[src/rtl/hazard_track_unit.sv]
// Hazard tracking for the 5-stage pipeline: shadow E/M/W destination info, forwarding selects, stalls.
// Optional macro DECODE_WB_FWD_EN enables ResultW forwarding into the decode-stage operand muxes.
module hazard_track_unit #(
   parameter int unsigned REG_AW = 5
) (
   input  logic              clk,
   input  logic              reset,
   input  logic [REG_AW-1:0] RsD,
   input  logic [REG_AW-1:0] RtD,
   input  logic [REG_AW-1:0] WriteRegD,
   input  logic              RegWriteD,
   input  logic              MemtoRegD,
   input  logic              BranchD,
   output logic [1:0]        ForwardAD,
   output logic [1:0]        ForwardBD,
   output logic [1:0]        ForwardAE,
   output logic [1:0]        ForwardBE,
   output logic              StallF,
   output logic              StallD,
   output logic              FlushE
);

   logic [REG_AW-1:0] RsE_q, RsE_d, RtE_q, RtE_d, WriteRegE_q, WriteRegE_d;
   logic              RegWriteE_q, RegWriteE_d, MemtoRegE_q, MemtoRegE_d;
   logic [REG_AW-1:0] WriteRegM_q, WriteRegM_d;
   logic              RegWriteM_q, RegWriteM_d, MemtoRegM_q, MemtoRegM_d;
   logic [REG_AW-1:0] WriteRegW_q, WriteRegW_d;
   logic              RegWriteW_q, RegWriteW_d;

   logic lwstall, branchstall, stall;

   // Register $0 is hardwired, so it never produces a hazard.
   function automatic logic reg_match(input logic [REG_AW-1:0] r,
                                      input logic [REG_AW-1:0] wr,
                                      input logic              we);
      return (r != '0) && we && (wr == r);
   endfunction

   always_comb begin
      RsE_d       = RsD;
      RtE_d       = RtD;
      WriteRegE_d = WriteRegD;
      RegWriteE_d = RegWriteD;
      MemtoRegE_d = MemtoRegD;
      if (stall) begin
         RsE_d       = '0;
         RtE_d       = '0;
         WriteRegE_d = '0;
         RegWriteE_d = 1'b0;
         MemtoRegE_d = 1'b0;
      end
      WriteRegM_d = WriteRegE_q;
      RegWriteM_d = RegWriteE_q;
      MemtoRegM_d = MemtoRegE_q;
      WriteRegW_d = WriteRegM_q;
      RegWriteW_d = RegWriteM_q;
   end

   always_ff @(posedge clk or posedge reset) begin
      if (reset) begin
         RsE_q       <= '0;
         RtE_q       <= '0;
         WriteRegE_q <= '0;
         RegWriteE_q <= 1'b0;
         MemtoRegE_q <= 1'b0;
         WriteRegM_q <= '0;
         RegWriteM_q <= 1'b0;
         MemtoRegM_q <= 1'b0;
         WriteRegW_q <= '0;
         RegWriteW_q <= 1'b0;
      end else begin
         RsE_q       <= RsE_d;
         RtE_q       <= RtE_d;
         WriteRegE_q <= WriteRegE_d;
         RegWriteE_q <= RegWriteE_d;
         MemtoRegE_q <= MemtoRegE_d;
         WriteRegM_q <= WriteRegM_d;
         RegWriteM_q <= RegWriteM_d;
         MemtoRegM_q <= MemtoRegM_d;
         WriteRegW_q <= WriteRegW_d;
         RegWriteW_q <= RegWriteW_d;
      end
   end

   always_comb begin
      ForwardAD = 2'd0;
      ForwardBD = 2'd0;
`ifdef DECODE_WB_FWD_EN
      if (reg_match(RsD, WriteRegM_q, RegWriteM_q))      ForwardAD = 2'd1;
      else if (reg_match(RsD, WriteRegW_q, RegWriteW_q)) ForwardAD = 2'd2;
      if (reg_match(RtD, WriteRegM_q, RegWriteM_q))      ForwardBD = 2'd1;
      else if (reg_match(RtD, WriteRegW_q, RegWriteW_q)) ForwardBD = 2'd2;
`else
      // W-stage results reach decode through register-file write-before-read.
      if (reg_match(RsD, WriteRegM_q, RegWriteM_q)) ForwardAD = 2'd1;
      if (reg_match(RtD, WriteRegM_q, RegWriteM_q)) ForwardBD = 2'd1;
`endif
   end

   always_comb begin
      ForwardAE = 2'd0;
      ForwardBE = 2'd0;
      if (reg_match(RsE_q, WriteRegM_q, RegWriteM_q))      ForwardAE = 2'd2;
      else if (reg_match(RsE_q, WriteRegW_q, RegWriteW_q)) ForwardAE = 2'd1;
      if (reg_match(RtE_q, WriteRegM_q, RegWriteM_q))      ForwardBE = 2'd2;
      else if (reg_match(RtE_q, WriteRegW_q, RegWriteW_q)) ForwardBE = 2'd1;
   end

   always_comb begin
      lwstall = MemtoRegE_q &&
                (reg_match(RsD, WriteRegE_q, RegWriteE_q) ||
                 reg_match(RtD, WriteRegE_q, RegWriteE_q));
      // A branch after a load waits two cycles: first on the E match, then on the M-load match.
      branchstall = BranchD &&
                    (reg_match(RsD, WriteRegE_q, RegWriteE_q) ||
                     reg_match(RtD, WriteRegE_q, RegWriteE_q) ||
                     (MemtoRegM_q &&
                      (reg_match(RsD, WriteRegM_q, RegWriteM_q) ||
                       reg_match(RtD, WriteRegM_q, RegWriteM_q))));
      stall  = lwstall || branchstall;
      StallF = stall;
      StallD = stall;
      FlushE = stall;
   end

endmodule

[config.mk]
export PLATFORM = sky130hd
export DESIGN_NAME = hazard_track_unit
export DESIGN_NICKNAME = d
export VERILOG_FILES = /design/src/rtl/hazard_track_unit.sv
export SDC_FILE = /design/constraint.sdc
export NUM_CORES = 1
export LEC_CHECK = 0
export ABC_CLOCK_PERIOD_IN_PS = 4800
export CORE_MARGIN = 8
export CORE_UTILIZATION = 35
export DETAILED_ROUTE_END_ITERATION = 8
export DONT_BUFFER_PORTS = 1
export GPL_TIMING_DRIVEN = 0
export HOLD_SLACK_MARGIN = 0.1
export PLACE_DENSITY_LB_ADDON = 0.15
export SLEW_MARGIN = 5
export SYNTH_ARGS = -nofsm -noshare
export SYNTH_HDL_FRONTEND = slang
export SYNTH_SLANG_ARGS = --single-unit
[constraint.sdc]
create_clock -name clk -period 4.8 [get_ports clk]
set_clock_uncertainty 0.1 [all_clocks]
set_input_delay 0.24 -clock clk [delete_from_list [all_inputs] [get_ports clk]]
set_output_delay 0.24 -clock clk [all_outputs]
set_load 0.01 [all_outputs]
==> flow_metrics.tcl, run 1 <==
set metrics [dict create \
    diodes 0 \
    ff2ff_path_depth 8 \
    setup.worst_path.start_class "register" \
    drv_cap 0 \
    synth_compound_area_frac 0.0138 \
    totalWireLength_mm 3.43 \
    path_clk_slew_ps 60 \
    cts_resized 0 \
    ys_warn_count 0 \
    holdPathStages 3 \
    synthMuxAreaShare 0 \
    die_h_um 82.4 \
    rsz0062_at_grt "false" \
    cts.sinks 30 \
    synth.most_common_cell "dfrtp_1" \
    htree_levels 2 \
    cts_root_buf "clkbuf_8" \
    tns_ps 0 \
    pin_count 31 \
    track_usage 0.117 \
    power.density_nw_per_um2 305 \
    dr.first_iter.drc_count 14 \
    grt_antenna_before_repair 0 \
    cp.required_ps 4460 \
    ys.flop_type "dfrtp_1" \
    drtPass1Iterations 4 \
    cts_tree "done" \
    grt_overflow_total 0 \
    cts_buffer_depth 2 \
    worst_pin_slew_ps 1120 \
    worst_slack_ps 1930 \
    synth-xor-area-share 0.227 \
    die_w_um 82.4 \
    placementRows 24 \
    fillers 404 \
    fin_nets 174 \
    synth.area.top_cells "dfrtp_1, xnor2_1, nor3b_2" \
    ys_seq_elements 30 \
    grt_start_max_net_pins 31 \
    drc 0 \
    synthSimpleGateAreaFrac 0.217 \
    place_hpwl_mm 2.56 \
    area_growth_pct 22.1 \
    synth_cells 128 \
    vias 998 \
    holdCritPathClass "in -> reg" \
    syn-cell-area_um2 1540 \
    netlist.area_leader.share 0.487 \
    arrival_ps 2530 \
    core_area_um2 4290 \
    ir_worst_vdd_mv 0.183 \
    final_max_slew_viol_count 0 \
    p_leak_nw 0.768 \
    initial_utilization 0.359 \
    synth_cell_type_count 19 \
    cp_max_fo 9 \
    cp_slowest_stage_delay_ps 620 \
    cts_buffers 5 \
    clock.fmax_ghz 0.348 \
    period_share 0.598 \
    period_needed_ps 2870 \
    routedWlPerCell_um 16.6 \
    cpLargestDelayFamily "simple AND/OR/NAND/NOR gates" \
    antenna_left 0 \
    worst-path-stages 8 \
    crit_buf_inv 3 \
    synthArstFlopShare 1.00 \
    gp_congestion 0.801 \
    grt_pass1_vias 1084 \
    port_buffers 0 \
    layout-drive-gt1-share 0.161 \
    clk_latency_ps 270 \
    synth_common_cells "dfrtp_1, xnor2_1, xor2_1" \
    fin_area_um2 1880 \
    dieArea_um2 6790 \
    syn_avg_cell_area_um2 12.1 \
    synth_adder_area_share 0 \
    critical_path_class "reg -> out" \
    place_ws_ps 2170 \
    final-hold-violation-count 0 \
    cp_slowest_cell "nor4_1" \
    path_cells "clkbuf_1, xnor2_1, nand4_1, nor4_1, o211a_1, buf_6, or2_1, buf_4" \
    relSlewSlack 0.253 \
    synth_edf_count 0 \
    viasPerCell 4.82 \
    yosysSeqAreaShare 0.487 \
    yosys.area.top_type "dfrtp_1" \
    dpl-instance-area_um2 1610 \
    setup_viol 0 \
    synth_top_family_by_area "XOR/XNOR gates" \
    grt_pass1_wl_mm 5.75 \
    status "completed" \
    end_kind "output port" \
]
==> routing by layer <==
metal	global-route usage	vias up	part of all wire
met4	0.0474	0	0.016
met3	0.0574	5	0.081
li1	-	484	-
met1	0.142	482	0.43
met2	0.175	27	0.48
met5	0	-	0
==> cell families (layout without fill, tap and decap cells) <==
| family | after synthesis | after routing |
|---|---|---|
| buffers and inverters | 11 | 37 |
| xor gates and xnor gates | 40 | 40 |
| DFF | 30 | 30 |
| other | 1 | 2 |
| AOI/OAI and AO/OA | 2 | 2 |
| and+or+nand+nor | 44 | 44 |
==> metrics by stage <==
stage / hold slack [ps] / utilization / power, mW / instances
floorplan: 231 / - / 0.350 / 129
global placement: 268 / 0.375 / 0.365 / 181
detailed placement: 260 / 0.375 / 0.366 / 181
CTS: 207 / 0.439 / 0.585 / 207
global route: 205 / 0.439 / 0.607 / 207
finish: 216 / 0.439 / 0.574 / 207
==> flip-flops by register name, summed over array words and instances, names as in the netlist <==
name,cells
RtE_q,5
RegWriteW_q,1
RegWriteE_q,1
WriteRegM_q,5
RsE_q,5
MemtoRegE_q,1
RegWriteM_q,1
MemtoRegM_q,1
WriteRegE_q,5
WriteRegW_q,5
==> power breakdown <==
| group | switching [mW] | internal [mW] | leakage (nW) |
|---|---|---|---|
| logic | 0.0315 | 0.0479 | 0.368 |
| clock network | 0.0877 | 0.115 | 0.0482 |
| registers | 0.0209 | 0.271 | 0.352 |
==> area by class of cell <==
type                       instances  area, um2  share of cell area
tap                               52       65.1              0.0346
inverter                           1       3.75             0.00199
timing repair buffer              18        180              0.0957
clock buffer                       7       86.3              0.0458
buffer                            10       78.8              0.0419
sequential                        30        751               0.399
multi-input combinational         88        713               0.379
clock inverter                     1       5.00             0.00266
==> worst paths after layout <==
kind | start | endpoint | slack (ps)
max reg2reg | WriteRegM_q[3]$_DFF_PP0_ | RtE_q[0]$_DFF_PP0_ | 2440
min in group asynchronous | reset | WriteRegW_q[0]$_DFF_PP0_ | 600
max | WriteRegM_q[3]$_DFF_PP0_ | StallF | 1930
min reg2reg | WriteRegM_q[3]$_DFF_PP0_ | WriteRegW_q[3]$_DFF_PP0_ | 280
min | BranchD | RegWriteE_q$_DFF_PP0_ | 220
max in group asynchronous | reset | WriteRegE_q[2]$_DFF_PP0_ | 3330
==> worst register-to-register path: cells and delay by family (launching register included) <==
kind / cells / cell delay, ps
simple gates: 3 / 800
flops: 1 / 340
compound gates: 1 / 280
buf+inv: 3 / 580
xor+xnor: 1 / 160
==> what timing repair did <==
action | 4_1_cts | 5_1_grt
setup buffers | 0 | 0
hold buffers | 18 | 0
endpoints found under the hold margin | 47 | 0
==> placed cells by master, fill, tap and decap left out <==
cell type and instances:
conb_1 2, nand4_1 6, nor3b_1 7, xor2_1 12, nor2_1 4, clkbuf_1 3, o221a_1 1, dlygate4sd3_1 18
clkinv_2 1, nand3_1 2, or2_1 1, or4_1 4, nor4_1 8, o211a_1 1, inv_1 1, nand2_1 2
nor3b_2 10, dfrtp_1 30, buf_4 5, xnor2_1 28, clkbuf_8 6, buf_6 3
No activity file was read; power rests on OpenSTA's default activity.
==> inputs of run 2 (changes only) <==
--- a/config.mk
+++ b/config.mk
@@ -5,7 +5,7 @@
 export SDC_FILE = /design/constraint.sdc
 export NUM_CORES = 1
 export LEC_CHECK = 0
-export ABC_CLOCK_PERIOD_IN_PS = 4800
+export ABC_CLOCK_PERIOD_IN_PS = 3000
 export CORE_MARGIN = 8
 export CORE_UTILIZATION = 35
 export DETAILED_ROUTE_END_ITERATION = 8
==> constraint.sdc (replaced) <==
create_clock -name clk -period 3 [get_ports clk]
set_clock_uncertainty 0.1 [all_clocks]
set_input_delay 0.15 -clock clk [delete_from_list [all_inputs] [get_ports clk]]
set_output_delay 0.15 -clock clk [all_outputs]
set_load 0.01 [all_outputs]
==> run 2 against run 1 <==
  * Flip-flop and latch count unchanged
  * Core utilization up 0.15 points
  * Clock power up 60%
  * Sequential power up 60%
  * Critical path type unchanged
  * Non-clock buffer count unchanged
  * Via count down 0.30%
  * Highest routed layer unchanged
  * Worst setup slack worse by 1600 ps
==> flow_metrics.tcl, run 2 (same netlist as run 1, synthesis figures left out) <==
set metrics [dict create \
    ff2ff_path_depth 8 \
    drtPass1Iterations 4 \
    p_sw_uw 224 \
    dieArea_um2 6790 \
    status "completed" \
    die_h_um 82.4 \
    path_clk_slew_ps 60 \
    utilization 0.440 \
    final_max_slew_viol_count 0 \
    crit_buf_inv 3 \
    grt_pass1_vias 1084 \
    cp.required_ps 2750 \
    critical_path_class "reg -> out" \
    pin_count 31 \
    grt_pass1_wl_mm 5.75 \
    grt_antenna_before_repair 0 \
    layout-drive-gt1-share 0.168 \
    r2r_start "WriteRegM_q[3]$_DFF_PP0_" \
    setup.worst_path.start_class "register" \
    totalWireLength_mm 3.44 \
    die_w_um 82.4 \
    cts.sinks 30 \
    fillers 403 \
    min_from "BranchD" \
    final-hold-violation-count 0 \
    path_cells "clkbuf_1, xnor2_1, nand4_1, nor4_1, o211a_1, buf_6, or2_1, buf_4" \
    p_clk_frac 0.353 \
    cts_buffer_depth 2 \
    dr.first_iter.drc_count 14 \
    mostFrequentLayoutCells "dfrtp_1, xnor2_1, dlygate4sd3_1" \
    arrival_ps 2430 \
    diodes 0 \
    p_sw_frac 0.244 \
    intPower_uw 695 \
    grt_overflow_total 0 \
    relSlewSlack 0.256 \
    cts_tree "done" \
    holdPathStages 3 \
    worst_pin_slew_ps 1120 \
    total_power_uw 919 \
    routedWlPerCell_um 16.6 \
    place_hpwl_mm 2.56 \
    rsz0062_at_grt "false" \
    period_needed_ps 2680 \
    clk_latency_ps 270 \
    cp_slowest_stage_delay_ps 570 \
    power.density_nw_per_um2 486 \
    cts_setup_buffers 0 \
    antenna_left 0 \
    cp_slowest_cell "nor4_1" \
    cp_max_fo 9 \
    setup_viol 0 \
    cpLargestDelayFamily "simple AND/OR/NAND/NOR gates" \
    drv_cap 0 \
    dpl-instance-area_um2 1610 \
    cts_root_buf "clkbuf_8" \
    worst-path-stages 8 \
    core_area_um2 4290 \
    ir_worst_vdd_mv 0.292 \
    placementRows 24 \
    final_common_cell "dfrtp_1" \
    gp_congestion 0.801 \
    p_leak_nw 0.769 \
    vias 995 \
    fin_nets 174 \
    htree_levels 2 \
    port_buffers 0 \
    track_usage 0.117 \
    holdCritPathClass "in -> reg" \
    power_frac_seq 0.508 \
    initial_utilization 0.359 \
    clock.fmax_ghz 0.373 \
    tns_ps 0 \
    grt_start_max_net_pins 31 \
    pwr-share-comb 0.139 \
    area_growth_pct 22.5 \
    viasPerCell 4.81 \
    fin_area_um2 1890 \
    cts_buffers 5 \
    crit_start "WriteRegM_q[3]$_DFF_PP0_" \
    period_share 0.894 \
    drc 0 \
    end_kind "output port" \
]
==> run 2: cell count changes in the layout (fill, tap and decap cells not counted) <==
cell / change
nor4_2: +1
nor4_1: -1
==> run 2: worst register-to-register path, stage by stage (launching register included) <==
cell      delay, ps
dfrtp_1         340
clkbuf_1        270
xnor2_1         160
nand4_1         120
nor4_1          570
o211a_1         230
buf_6           130
buf_6           170
nor3b_2          70
==> run 2: timing repair <==
| item | CTS | global route |
|---|---|---|
| gates resized for setup | 0 | 1 |
| hold buffers | 18 | 0 |
| endpoints found under the hold margin | 47 | 0 |
| endpoints found under the setup margin | 0 | 2 |
==> run 2: path summary, 6_finish.rpt <==
kind	slack [ps]	to
max in group asynchronous	1620	WriteRegE_q[2]$_DFF_PP0_
worst max register to register	740	RtE_q[0]$_DFF_PP0_
worst min-delay path	130	RegWriteE_q$_DFF_PP0_
worst min register to register	280	WriteRegW_q[3]$_DFF_PP0_
min in group asynchronous	510	WriteRegW_q[0]$_DFF_PP0_
worst max-delay path	320	StallF
==> run 2: per-stage QoR <==
stage	hold slack (ps)	setup WS (ps)	instances
after global routing	115	66.2	207
after global placement	211	457	181
final	126	317	207
after CTS	117	148	207
after floorplan	141	871	129
after detailed placement	214	465	181
==> run 2: power by group through the flow <==
stage               Clock, mW  Sequential, mW  Combinational (mW)
finish                  0.324           0.467               0.128
global route            0.358           0.471               0.143
CTS                     0.338           0.468               0.129
detailed placement          0           0.475               0.110
global placement            0           0.475               0.109
floorplan                   0           0.464              0.0969
==> run 2: final cells by class <==
cell class	count	area, um2	area share
tap	52	65.1	0.0344
timing repair buffer	18	180	0.0954
clock buffer	7	86.3	0.0457
multi-input combinational	88	719	0.381
buffer	10	78.8	0.0417
inverter	1	3.75	0.00199
clock inverter	1	5.00	0.00265
sequential	30	751	0.397
==> run 2: per-layer routing <==
| metal | GRT usage | routed length [um] | up-vias |
|---|---|---|---|
| met5 | 0 | 0 | - |
| met4 | 0.0474 | 55 | 0 |
| met3 | 0.0574 | 256 | 5 |
| met2 | 0.175 | 1660 | 23 |
| met1 | 0.142 | 1470 | 485 |
| li1 | - | - | 482 |
==> inputs of run 3 (changes only) <==
--- a/config.mk
+++ b/config.mk
@@ -7,7 +7,7 @@
 export LEC_CHECK = 0
 export ABC_CLOCK_PERIOD_IN_PS = 3000
 export CORE_MARGIN = 8
-export CORE_UTILIZATION = 35
+export CORE_UTILIZATION = 55
 export DETAILED_ROUTE_END_ITERATION = 8
 export DONT_BUFFER_PORTS = 1
 export GPL_TIMING_DRIVEN = 0
==> run 3 against run 2 <==
  * Via count up 2.9%
  * Global-route usage increased by 4.7 points
  * Flip-flop and latch count stayed put
  * Largest cell class unchanged
  * Clock-buffer cell count unchanged
  * Wire length about the same
  * Die area down 30%
  * Critical path type unchanged
  * Register-to-register slack got worse by 430 ps
  * Combinational power increased by 9%
  * Final area fell by 0.13%
  * Critical endpoint unchanged
  * Largest power group unchanged
  * Total power fell by 11%
  * Non-clock buffer count up 7
  * Core utilization is 26 points higher
==> flow_metrics.tcl, run 3 (same netlist as run 1, synthesis figures left out) <==
set metrics [dict create \
    status "completed" \
    totalWireLength_mm 3.44 \
    wl_met1_mm 1.29 \
    final_max_slew_viol_count 0 \
    cts_tree "done" \
    grt_pass1_vias 1156 \
    final-hold-violation-count 0 \
    holdPathStages 4 \
    cts_buffer_depth 2 \
    clock.fmax_ghz 0.361 \
    core_area_um2 2710 \
    cts_buffers 5 \
    cts.sinks 30 \
    worst_slack_ps 228 \
    grt_start_max_net_pins 31 \
    r2r_start "WriteRegM_q[3]$_DFF_PP0_" \
    dr.first_iter.drc_count 30 \
    routedWlPerCell_um 17.9 \
    final_common_cell "dfrtp_1" \
    diodes 0 \
    grt_pass1_wl_mm 5.59 \
    die_h_um 69.0 \
    holdCritPathClass "in -> reg" \
    power.density_nw_per_um2 432 \
    grt_antenna_before_repair 0 \
    path_clk_slew_ps 80 \
    die_w_um 69.0 \
    min_from "BranchD" \
    vias 1024 \
    wl_met3_um 278 \
    cts_root_buf "clkbuf_4" \
    cp.required_ps 2750 \
    htree_levels 2 \
    r2r_slack_ps 310 \
    period_share 0.924 \
    gp_congestion 0.875 \
    setup.worst_path.start_class "register" \
    drv_cap 0 \
    period_needed_ps 2770 \
    p_leak_nw 0.776 \
    fillers 200 \
    placementRows 19 \
    mostFrequentLayoutCells "dfrtp_1, xnor2_1, dlygate4sd3_1" \
    cp_max_fo 9 \
    initial_utilization 0.569 \
    pin_count 31 \
    wl_met2_mm 1.79 \
    place_ws_ps 520 \
    relSlewSlack 0.264 \
    rsz0062_at_grt "false" \
    end_kind "output port" \
    area_growth_pct 22.3 \
    ir_worst_vdd_mv 0.411 \
    track_usage 0.164 \
    antenna_left 0 \
    place_hpwl_mm 2.35 \
    cts_setup_buffers 0 \
    fin_nets 181 \
    worst_pin_slew_ps 1100 \
    critical_path_class "reg -> out" \
    dieArea_um2 4760 \
    setup_viol 0 \
    drc 0 \
    arrival_ps 2520 \
    layout-drive-gt1-share 0.149 \
    hold_path_end "RsE_q[1]$_DFF_PP0_" \
    dr.max_layer_used "met4" \
    tns_ps 0 \
    grt_overflow_total 0 \
    drtPass1Iterations 5 \
    port_buffers 0 \
    clk_latency_ps 320 \
    viasPerCell 5.33 \
    ff2ff_path_depth 8 \
    r2r-end "RsE_q[4]$_DFF_PP0_" \
]
==> run 3: cell types whose count changed in the layout (fill, tap and decap cells not counted) <==
cell	before	now
clkbuf_1	3	4
clkbuf_4	0	5
clkbuf_8	6	0
clkinv_2	1	0
dlygate4sd3_1	18	25
==> run 3: worst max path at each step <==
stage,from,end,slack [ps],depth (start not counted)
after CTS,WriteRegM_q[4]$_DFF_PP0_,StallF,150,8
final,WriteRegM_q[3]$_DFF_PP0_,StallF,230,8
after floorplan,WriteRegM_q[4]$_DFF_PP0_,StallD,870,8
after global placement,WriteRegM_q[4]$_DFF_PP0_,StallF,520,8
after detailed placement,WriteRegM_q[4]$_DFF_PP0_,StallF,520,8
after global routing,WriteRegM_q[3]$_DFF_PP0_,StallF,3,8
==> run 3: routing by layer <==
metal,up-vias,track usage
li1,501,-
met1,484,0.178
met2,31,0.270
met3,8,0.0743
met4,0,0.0727
met5,-,0
==> run 3: power breakdown <==
part	leakage [nW]	internal, mW	switching [mW]
clock network	0.0254	0.0881	0.122
logic	0.399	0.0850	0.0551
registers	0.352	0.432	0.0332
total	0.776	0.605	0.210
==> run 3: what timing repair did <==
action	4_1_cts	5_1_grt
endpoints found under the setup margin	0	2
hold endpoints to repair	47	0
resized for setup	0	1
hold buffers	25	0
==> run 3: area by class of cell <==
type / instances / area [um2] / share of cell area
inverter: 1 / 3.75 / 0.00199
multi-input combinational: 88 / 719 / 0.381
sequential: 30 / 751 / 0.398
clock buffer: 7 / 45.0 / 0.0239
buffer: 10 / 78.8 / 0.0418
timing repair buffer: 25 / 250 / 0.133
tap: 31 / 38.8 / 0.0206
==> run 3: critical path, stage by stage (launching register included) <==
cell and delay, ps:
dfrtp_1 350, clkbuf_1 270, xnor2_1 170, nand4_1 130, nor4_1 560, o211a_1 240
buf_6 140, or2_1 190, buf_4 150
==> run 3: metrics by stage <==
step | util | area (um2) | hold WS [ps] | instances | total power, mW
3_5_place_dp | 0.585 | 1590 | 213 | 160 | 0.584
5_1_grt | 0.696 | 1890 | 262 | 192 | 0.860
2_1_floorplan | - | 1550 | 141 | 129 | 0.561
3_3_place_gp | 0.585 | 1590 | 212 | 160 | 0.579
6_report | 0.696 | 1890 | 265 | 192 | 0.815
4_1_cts | 0.694 | 1880 | 257 | 192 | 0.821
